File: src/rtl/mod_exp_controller_if.sv
`default_nettype none
// ============================================================================
//  Module      : mod_exp_controller_if
//  Description : Operand / enable / write-strobe bus between the modular
//                exponentiation controller (master) and the multi-cycle
//                modulo unit (slave).
//  Signals     : mod_a      dividend to the modulo unit
//                mod_b      divisor to the modulo unit
//                mod_ena    one-cycle request pulse
//                mod_result remainder returned by the modulo unit
//                mod_done   one-cycle write strobe qualifying mod_result
//  Revision    : 1.0 - initial release
// ============================================================================
interface mod_exp_controller_if #(
    parameter int WIDTH = 32
) ();
    logic [WIDTH-1:0] mod_a;
    logic [WIDTH-1:0] mod_b;
    logic             mod_ena;
    logic [WIDTH-1:0] mod_result;
    logic             mod_done;

    modport master (
        output mod_a,
        output mod_b,
        output mod_ena,
        input  mod_result,
        input  mod_done
    );

    modport slave (
        input  mod_a,
        input  mod_b,
        input  mod_ena,
        output mod_result,
        output mod_done
    );
endinterface
`default_nettype wire

File: src/rtl/mod_exp_controller.sv
`default_nettype none
// ============================================================================
//  Module      : mod_exp_controller
//  Description : Computes result = base^exp mod n with right-to-left
//                square-and-multiply. Every reduction is delegated to the
//                external multi-cycle modulo unit over mod_bus.
//  Ports       : clock, reset      rising-edge clock, async active-high reset
//                start             one-cycle request, sampled when idle
//                base, exp, n      operands, captured on accepted start
//                busy              high while an operation is in flight
//                done              one-cycle pulse, result/error valid
//                result, error     outcome, held until the next start
//                mod_bus (master)  mod_a / mod_b / mod_ena / mod_result /
//                                  mod_done to the modulo unit
//  Revision    : 1.0 - initial release
// ============================================================================
module mod_exp_controller #(
    parameter int WIDTH   = 32,
    parameter int TIMEOUT = 256
) (
    input  wire              clock,
    input  wire              reset,
    input  wire              start,
    input  wire [WIDTH-1:0]  base,
    input  wire [WIDTH-1:0]  exp,
    input  wire [WIDTH-1:0]  n,
    output logic             busy,
    output logic             done,
    output logic [WIDTH-1:0] result,
    output logic             error,
    mod_exp_controller_if.master mod_bus
);

    localparam int c_CNT_W = $clog2(TIMEOUT + 1);
    // The timeout decision is taken in the last WAIT cycle so that FINISH
    // (and therefore done) lands exactly TIMEOUT cycles after mod_ena.
    localparam logic [c_CNT_W-1:0] c_CNT_LAST = c_CNT_W'(TIMEOUT - 2);

    typedef enum logic [2:0] {
        ST_IDLE   = 3'd0,
        ST_CHECK  = 3'd1,
        ST_REQ    = 3'd2,
        ST_WAIT   = 3'd3,
        ST_LOOP   = 3'd4,
        ST_FINISH = 3'd5
    } state_t;

    // Destination of the reduction currently in flight.
    typedef enum logic [1:0] {
        OP_REDUCE = 2'd0,
        OP_MUL    = 2'd1,
        OP_SQR    = 2'd2
    } op_t;

    state_t              r_state, w_state_next;
    op_t                 r_op, w_op_next;
    logic [WIDTH-1:0]    r_r, w_r_next;          // accumulator
    logic [WIDTH-1:0]    r_b, w_b_next;          // running base
    logic [WIDTH-1:0]    r_e, w_e_next;          // remaining exponent
    logic [WIDTH-1:0]    r_n, w_n_next;          // captured modulus
    logic [WIDTH-1:0]    r_mod_a, w_mod_a_next;
    logic [WIDTH-1:0]    r_result, w_result_next;
    logic                r_error, w_error_next;
    logic [c_CNT_W-1:0]  r_cnt, w_cnt_next;

    logic [WIDTH-1:0]    w_e_shift;
    logic [WIDTH-1:0]    w_prod_rb;
    logic [WIDTH-1:0]    w_prod_bb;

    // Operands are below n < 2^(WIDTH/2), so the truncated product is exact.
    assign w_e_shift = r_e >> 1;
    assign w_prod_rb = r_r * r_b;
    assign w_prod_bb = r_b * r_b;

    always_ff @(posedge clock or posedge reset) begin
        if (reset) begin
            r_state  <= ST_IDLE;
            r_op     <= OP_REDUCE;
            r_r      <= '0;
            r_b      <= '0;
            r_e      <= '0;
            r_n      <= '0;
            r_mod_a  <= '0;
            r_result <= '0;
            r_error  <= 1'b0;
            r_cnt    <= '0;
        end else begin
            r_state  <= w_state_next;
            r_op     <= w_op_next;
            r_r      <= w_r_next;
            r_b      <= w_b_next;
            r_e      <= w_e_next;
            r_n      <= w_n_next;
            r_mod_a  <= w_mod_a_next;
            r_result <= w_result_next;
            r_error  <= w_error_next;
            r_cnt    <= w_cnt_next;
        end
    end

    always_comb begin
        w_state_next  = r_state;
        w_op_next     = r_op;
        w_r_next      = r_r;
        w_b_next      = r_b;
        w_e_next      = r_e;
        w_n_next      = r_n;
        w_mod_a_next  = r_mod_a;
        w_result_next = r_result;
        w_error_next  = r_error;
        w_cnt_next    = r_cnt;

        case (r_state)
            ST_IDLE: begin
                if (start) begin
                    w_b_next      = base;
                    w_e_next      = exp;
                    w_n_next      = n;
                    w_result_next = '0;
                    w_error_next  = 1'b0;
                    w_state_next  = ST_CHECK;
                end
            end

            ST_CHECK: begin
                if (r_n == '0) begin
                    w_error_next  = 1'b1;
                    w_result_next = '0;
                    w_state_next  = ST_FINISH;
                end else if (r_n == WIDTH'(1)) begin
                    w_result_next = '0;
                    w_state_next  = ST_FINISH;
                end else begin
                    w_r_next     = WIDTH'(1);
                    w_mod_a_next = r_b;
                    w_op_next    = OP_REDUCE;
                    w_state_next = ST_REQ;
                end
            end

            ST_REQ: begin
                w_cnt_next   = '0;
                w_state_next = ST_WAIT;
            end

            ST_WAIT: begin
                if (mod_bus.mod_done) begin
                    if (r_op == OP_MUL) begin
                        w_r_next = mod_bus.mod_result;
                    end else begin
                        w_b_next = mod_bus.mod_result;
                    end
                    w_state_next = ST_LOOP;
                end else if (r_cnt == c_CNT_LAST) begin
                    w_error_next  = 1'b1;
                    w_result_next = '0;
                    w_state_next  = ST_FINISH;
                end else begin
                    w_cnt_next = r_cnt + 1'b1;
                end
            end

            ST_LOOP: begin
                if ((r_op != OP_MUL) && (r_e == '0)) begin
                    w_result_next = r_r;
                    w_state_next  = ST_FINISH;
                end else if ((r_op != OP_MUL) && r_e[0]) begin
                    w_mod_a_next = w_prod_rb;
                    w_op_next    = OP_MUL;
                    w_state_next = ST_REQ;
                end else begin
                    // Consume the current exponent bit, then square only if
                    // bits remain; the final squaring would be discarded.
                    w_e_next = w_e_shift;
                    if (w_e_shift != '0) begin
                        w_mod_a_next = w_prod_bb;
                        w_op_next    = OP_SQR;
                        w_state_next = ST_REQ;
                    end else begin
                        w_result_next = r_r;
                        w_state_next  = ST_FINISH;
                    end
                end
            end

            ST_FINISH: begin
                w_state_next = ST_IDLE;
            end

            default: begin
                w_state_next = ST_IDLE;
            end
        endcase
    end

    assign busy            = (r_state != ST_IDLE) && (r_state != ST_FINISH);
    assign done            = (r_state == ST_FINISH);
    assign result          = r_result;
    assign error           = r_error;
    assign mod_bus.mod_a   = r_mod_a;
    assign mod_bus.mod_b   = r_n;
    assign mod_bus.mod_ena = (r_state == ST_REQ);

endmodule
`default_nettype wire
File: src/flat_wrapper.sv
// flat-port wrapper written by rule: the top's interface ports become plain ports
module mod_exp_controller_flat 
#(
    parameter int WIDTH   = 32,
    parameter int TIMEOUT = 256
)
  (clock, reset, start, base, exp, n, busy, done, result, error, mod_bus_mod_a, mod_bus_mod_b, mod_bus_mod_ena, mod_bus_mod_result, mod_bus_mod_done);
  mod_exp_controller_if #(.WIDTH(WIDTH)) mod_bus_i ();
  input  wire clock;
  input  wire reset;
  input  wire start;
  input  wire [WIDTH-1:0] base;
  input  wire [WIDTH-1:0] exp;
  input  wire [WIDTH-1:0] n;
  output logic busy;
  output logic done;
  output logic [WIDTH-1:0] result;
  output logic error;
  output wire logic [$bits(mod_bus_i.mod_a)-1:0] mod_bus_mod_a;
  output wire logic [$bits(mod_bus_i.mod_b)-1:0] mod_bus_mod_b;
  output wire logic [$bits(mod_bus_i.mod_ena)-1:0] mod_bus_mod_ena;
  input wire logic [$bits(mod_bus_i.mod_result)-1:0] mod_bus_mod_result;
  input wire logic [$bits(mod_bus_i.mod_done)-1:0] mod_bus_mod_done;
  assign mod_bus_mod_a = mod_bus_i.mod_a;
  assign mod_bus_mod_b = mod_bus_i.mod_b;
  assign mod_bus_mod_ena = mod_bus_i.mod_ena;
  assign mod_bus_i.mod_result = mod_bus_mod_result;
  assign mod_bus_i.mod_done = mod_bus_mod_done;
  mod_exp_controller #(.WIDTH(WIDTH), .TIMEOUT(TIMEOUT)) u_core (.clock(clock), .reset(reset), .start(start), .base(base), .exp(exp), .n(n), .busy(busy), .done(done), .result(result), .error(error), .mod_bus(mod_bus_i));
endmodule
File: config.mk
export PLATFORM = sky130hd
export DESIGN_NAME = mod_exp_controller_flat
export DESIGN_NICKNAME = d
export VERILOG_FILES = /design/src/rtl/mod_exp_controller_if.sv /design/src/rtl/mod_exp_controller.sv /design/src/flat_wrapper.sv
export SDC_FILE = /design/constraint.sdc
export NUM_CORES = 2
export LEC_CHECK = 0
export CORE_UTILIZATION = 60
export DETAILED_ROUTE_END_ITERATION = 10
export PLACE_DENSITY = 0.8
export SLEW_MARGIN = 15
export SYNTH_ARGS = -nofsm -noshare
export SYNTH_HDL_FRONTEND = slang
export SYNTH_SLANG_ARGS = --single-unit
File: constraint.sdc
create_clock -name clock -period 14.3 [get_ports clock]
set_clock_uncertainty 0.2 [all_clocks]
set_input_delay 1.43 -clock clock [delete_from_list [all_inputs] [get_ports clock]]
set_output_delay 1.43 -clock clock [all_outputs]
set_load 0.01 [all_outputs]
; ---- After elaboration in Yosys (flattened, before gate mapping)
; Index checks and enable logic that the tools add are counted.
[word_totals]
regBits = 207
latchBits = 0
mem_bits_rw = 0
rom_bits = 0
input_bits = 132
output_inout_bits = 100
wordCells = 115
memories = 0
[classes]
n_addsub = 1
n_mul = 2
div = 0
order_cmp = 0
eq_ne = 27
shifts = 0
muxes = 51
bitwise = 0
n_reduce_logical = 24
[op_table]
columns = cell, n
row1 = $mux W32, 23
row2 = $pmux W32 S2, 4
row3 = $pmux W32 S4, 1
row4 = $logic_not A32 Y1, 2
row5 = $mul A32 B32 Y32, 2
row6 = $eq A32 B1 Y1 const B, 1
row7 = $reduce_bool A32 Y1, 1
row8 = $mux W3, 8
row9 = $mux W9, 2
row10 = $ne A2 B2 Y1 const B, 9
row11 = $pmux W9 S2, 1
row12 = $pmux W3 S5, 1
row13 = $reduce_and A5 Y1, 3
row14 = $mux W2, 5
row15 = $reduce_bool A2 Y1, 5
row16 = $add A9 B1 Y9 const B, 1
row17 = $eq A9 B8 Y1 const B, 1
row18 = $ne A3 B2 Y1 const B, 3
row19 = $ne A2 B1 Y1 const B, 4
row20 = $reduce_and A4 Y1, 2
row21 = $reduce_and A7 Y1, 1
row22 = $eq A3 B2 Y1 const B, 2
row23 = $eq A3 B3 Y1 const B, 2
row24 = $ne A3 B1 Y1 const B, 2
row25 = other kinds (12), 19

; ---- Depth between registers and ports, before layout
[logic_depth]
depth_word = 5
depth_mapped = 28
mapped_depth_nobuf = 26

; ---- Least setup slack after synthesis
; Ideal clock, no wire load.
[synth_path]
kind = register to register
start = register u_core.r_b[2]
end = register u_core.r_mod_a[29] (netlist: u_core.mod_bus.mod_a[29])
setup_ns = 0.135
arrival_ns = 7.363
required_time_ns = 13.965
slack_ns = 6.603
stages_incl_launch_ff = 28
n_path_buf = 3
synth_period_minus_slack_ns = 7.697
cell_sequence = dfrtp_1 -> clkbuf_1 -> clkbuf_1 -> clkbuf_1 -> nand2_1 -> fa_1 -> inv_1 -> fa_1 -> inv_1 -> fa_1 -> fa_1 -> inv_1 -> fa_1 -> inv_1 -> fa_1 -> inv_1 -> fa_1 -> fa_1 -> ha_1 -> a21o_1 -> a21o_1 -> a221o_1 -> a22o_1 -> a31oi_1 -> nand2b_1 -> or4_1 -> a32oi_1 -> a211oi_1
[synth_via]
elab_chain_len = 5
elab_cells_between_ends = 6
[synth_rtl]
columns = element, line_no
row1 = from (decl), mod_exp_controller.sv:58  ; logic [WIDTH-1:0] r_b, w_b_next;
row2 = from (signal assigned), mod_exp_controller.sv:91  ; r_b <= w_b_next;
row3 = $mul A32 B32 Y32, mod_exp_controller.sv:73  ; assign w_prod_bb = r_b * r_b;
row4 = $mux W32, mod_exp_controller.sv:175  ; if (w_e_shift != '0) begin
row5 = $mux W32 *, mod_exp_controller.sv:167  ; end else if ((r_op != OP_MUL) && r_e[0]) begin
row6 = $mux W32 *, mod_exp_controller.sv:164  ; if ((r_op != OP_MUL) && (r_e == '0)) begin
row7 = $pmux W32 S2 *, mod_exp_controller.sv:113  ; case (r_state)
row8 = to (signal assigned), mod_exp_controller.sv:94  ; r_mod_a <= w_mod_a_next;
row9 = to (decl), mod_exp_controller.sv:61  ; logic [WIDTH-1:0] r_mod_a, w_mod_a_next;
; Mark *: on every way between the ends. The rest lies on a longest branch, timed or not. The select of a mux whose other input is x is not followed.
; A chain may end at the register's enable or synchronous reset.

; ---- Worst setup path after layout
[layout_path]
start = register u_core.r_b[13]
end = register u_core.r_mod_a[29] (netlist: u_core.mod_bus.mod_a[29])
; Same word-level chain as after synthesis.

==> flow_summary.toml <==
[synth]
netlist_instances = 4133
avgSynthCellArea_um2 = 9.21
synth-seq-cells = 207
async_reset_ff_share_pct = 100
synth_area_leaders = "fa_1 (41%), dfrtp_1 (14%), ha_1 (8.4%)"
yosysSeqAreaShare_pct = 13.6
synth.distinct_cells = 71
synth.net_count = 5292
netlist_top_cells_count = "inv_1 (812), fa_1 (772), nand2_1 (603), and2_1 (455), ha_1 (255)"
syn_area_mm2 = 0.0381
synth.top_cell.area_share_pct = 40.6
ys.warnings.count = 0
synth-edff-count = 0
yosys_most_used_dff = "dfrtp_1"
yosysMostFrequentCell = "inv_1"
synth_largest_area_cell = "fa_1"

[global_routing]
antenna_found_initial = 8
grt_pass1_vias = 31900
grt_max_degree = 91
gr-total-overflow = 0
grt_use_total_pct = 36.2
grt_pass1_wl_um = 177000

[timing]
fmax_mhz = 117
slew-limit-headroom_pct = 23.8
tightest_slew_ns = 1.14
setup_tns_ns = 0
finalHoldViolations = 0
drv_slew = 0
setup_slack_ns = 5.74
post-route-min-period_ns = 8.56
rsz0062_at_grt = "no"
timing.final.crit_share_pct = 59.8
setup_viol = 0
hold-worst-slack_ns = 0.285

[route]
vias_per_cell = 5.78
detail_route.wl_per_cell_um = 21.8
wl_um = 111000
vias = 29400
drt_first_iter_violations = 2674
drcViolationCount = 0
drt_first_pass_iters = 5
ant_nets = 0

[floorplanning]
initial_core_util_pct = 61.3
die_height_um = 254
die_w_um = 254
die-area_mm2 = 0.0645
io_pins = 232
rows = 91
core_area_mm2 = 0.0622

[final_layout]
final_util_pct = 67.3
synthToLayoutAreaGrowth_pct = 9.83
fillers = 4831
drive_gt1_share_pct = 3.85
nets = 5380

[hold_path]
hold_class = "reg -> reg"

[clocking]
cts_tree = "built"
root_buffer = "clkbuf_16"
clkTransAtPathRegs_ns = 0.09
insertion_delay_ns = 0.56
cts_resized = 0
ctsHoldBuffers = 0
htreeDepth = 1
postCtsSetupRepairBufs = 0
cts_buffer_depth = 3
numCtsBuffers = 22
clock-sinks = 207

[placement]
pre_cts_ws_ns = 5.98
hpwlAfterDp_um = 83700
port-buffer-count = 231
place.gp.congestion = 0.980

[setup_path]
cpMostUsedCell = "fa_1"
cp_max_fo = 22
crit_type = "reg -> reg"
slowest_stage = "dfrtp_1"
crit_arrival_ns = 8.75
crit_path_max_incr_delay_ns = 0.94
startpoint_type = "flop"
required_ns = 14.50
cp-end-kind = "flop"

[outcome]
outcome = "finished, final reports clean"

[flow_run]
drv_cap = 0
==> placed cells by master (no fill, tap or decap), drive strengths merged, types with 5 or more instances in the layout <==
cell	synthesis	routed
a21o	26	26
nor3	23	23
a211oi	18	18
ha	255	255
fa	772	772
and3	6	6
xnor2	95	95
diode	0	6
nand2	603	603
a21oi	69	69
buf	13	60
xor2	47	47
o211ai	6	6
clkbuf	214	31
mux2	32	32
nand4	11	11
a22oi	5	5
inv	813	814
clkdlybuf4s50	0	231
or3	5	5
dfrtp	207	207
nor2b	6	6
nand3	9	9
o21ai	130	130
nor2	135	135
o21bai	7	7
nor4	17	17
and2	455	455
a31oi	74	74
nand2b	12	12
o221ai	6	6
==> metrics by stage <==
step / instance area (um2) / cells
floorplan: 38100 / 4133
global placement: 41100 / 5034
detailed placement: 41100 / 5034
CTS: 41800 / 5073
global route: 41800 / 5077
finish: 41800 / 5079
==> per-layer routing <==
metal | wire (um) | global-route usage, %
met1 | 41300 | 46.9
met2 | 52300 | 58.8
met3 | 10500 | 6.06
met4 | 6700 | 18.7
met5 | 26 | 0
==> path summary, 6_finish.rpt <==
check / startpoint / to / slack (ns) / cells past startpoint
worst max-delay path: u_core.r_b[13] / u_core.mod_bus.mod_a[29] / 5.74 / 26
worst min-delay path: u_core.result[30] / u_core.result[30] / 0.29 / 2
worst max register to register: u_core.r_b[13] / u_core.mod_bus.mod_a[29] / 5.74 / 26
worst min register to register: u_core.result[30] / u_core.result[30] / 0.29 / 2
max in group asynchronous: reset / u_core.r_b[6] / 10.54 / 4
min in group asynchronous: reset / u_core.mod_bus.mod_b[15] / 1.15 / 2
==> state kept, by name (all words and copies together) (netlist names), 2 cells and up <==
signal                cells
u_core.mod_bus.mod_a     32
u_core.mod_bus.mod_b     32
u_core.r_b               32
u_core.r_cnt              9
u_core.r_e               32
u_core.r_op               2
u_core.r_r               32
u_core.r_state            3
u_core.result            32
==> logic make-up after synthesis <==
group,after synthesis,share of synthesized area [%]
fa+ha+maj,1027,49.0
mux,36,1.05
buf+inv,1040,10.3
xor+xnor,142,3.27
compound gates,385,6.38
simple gates,1296,16.5
flops,207,13.6
==> worst max-delay path, delay by kind of cell, from the launching register on <==
family	cells	cell delay, ns
buffers and inverters	5	0.66
flip-flops	1	0.94
AO/OA/AOI/OAI	8	1.65
XOR/XNOR	1	0.19
adder cells (fa/ha/maj)	9	3.98
AND/OR/NAND/NOR	3	0.73
==> final cells by class <==
class	instances	area [um2]	share of cell area [%]
clock inverters	8	103	0.245
diodes	6	15.0	0.0359
multi-input cells	2886	29000	69.4
repair buffers	291	2760	6.61
clock buffers	31	614	1.47
inverters	813	3060	7.31
well taps	837	1050	2.50
flip-flops and latches	207	5190	12.4
Power is left out: the tool's default activity adds up to more than one toggle a clock period on the data nets, which glitch-free logic cannot reach.
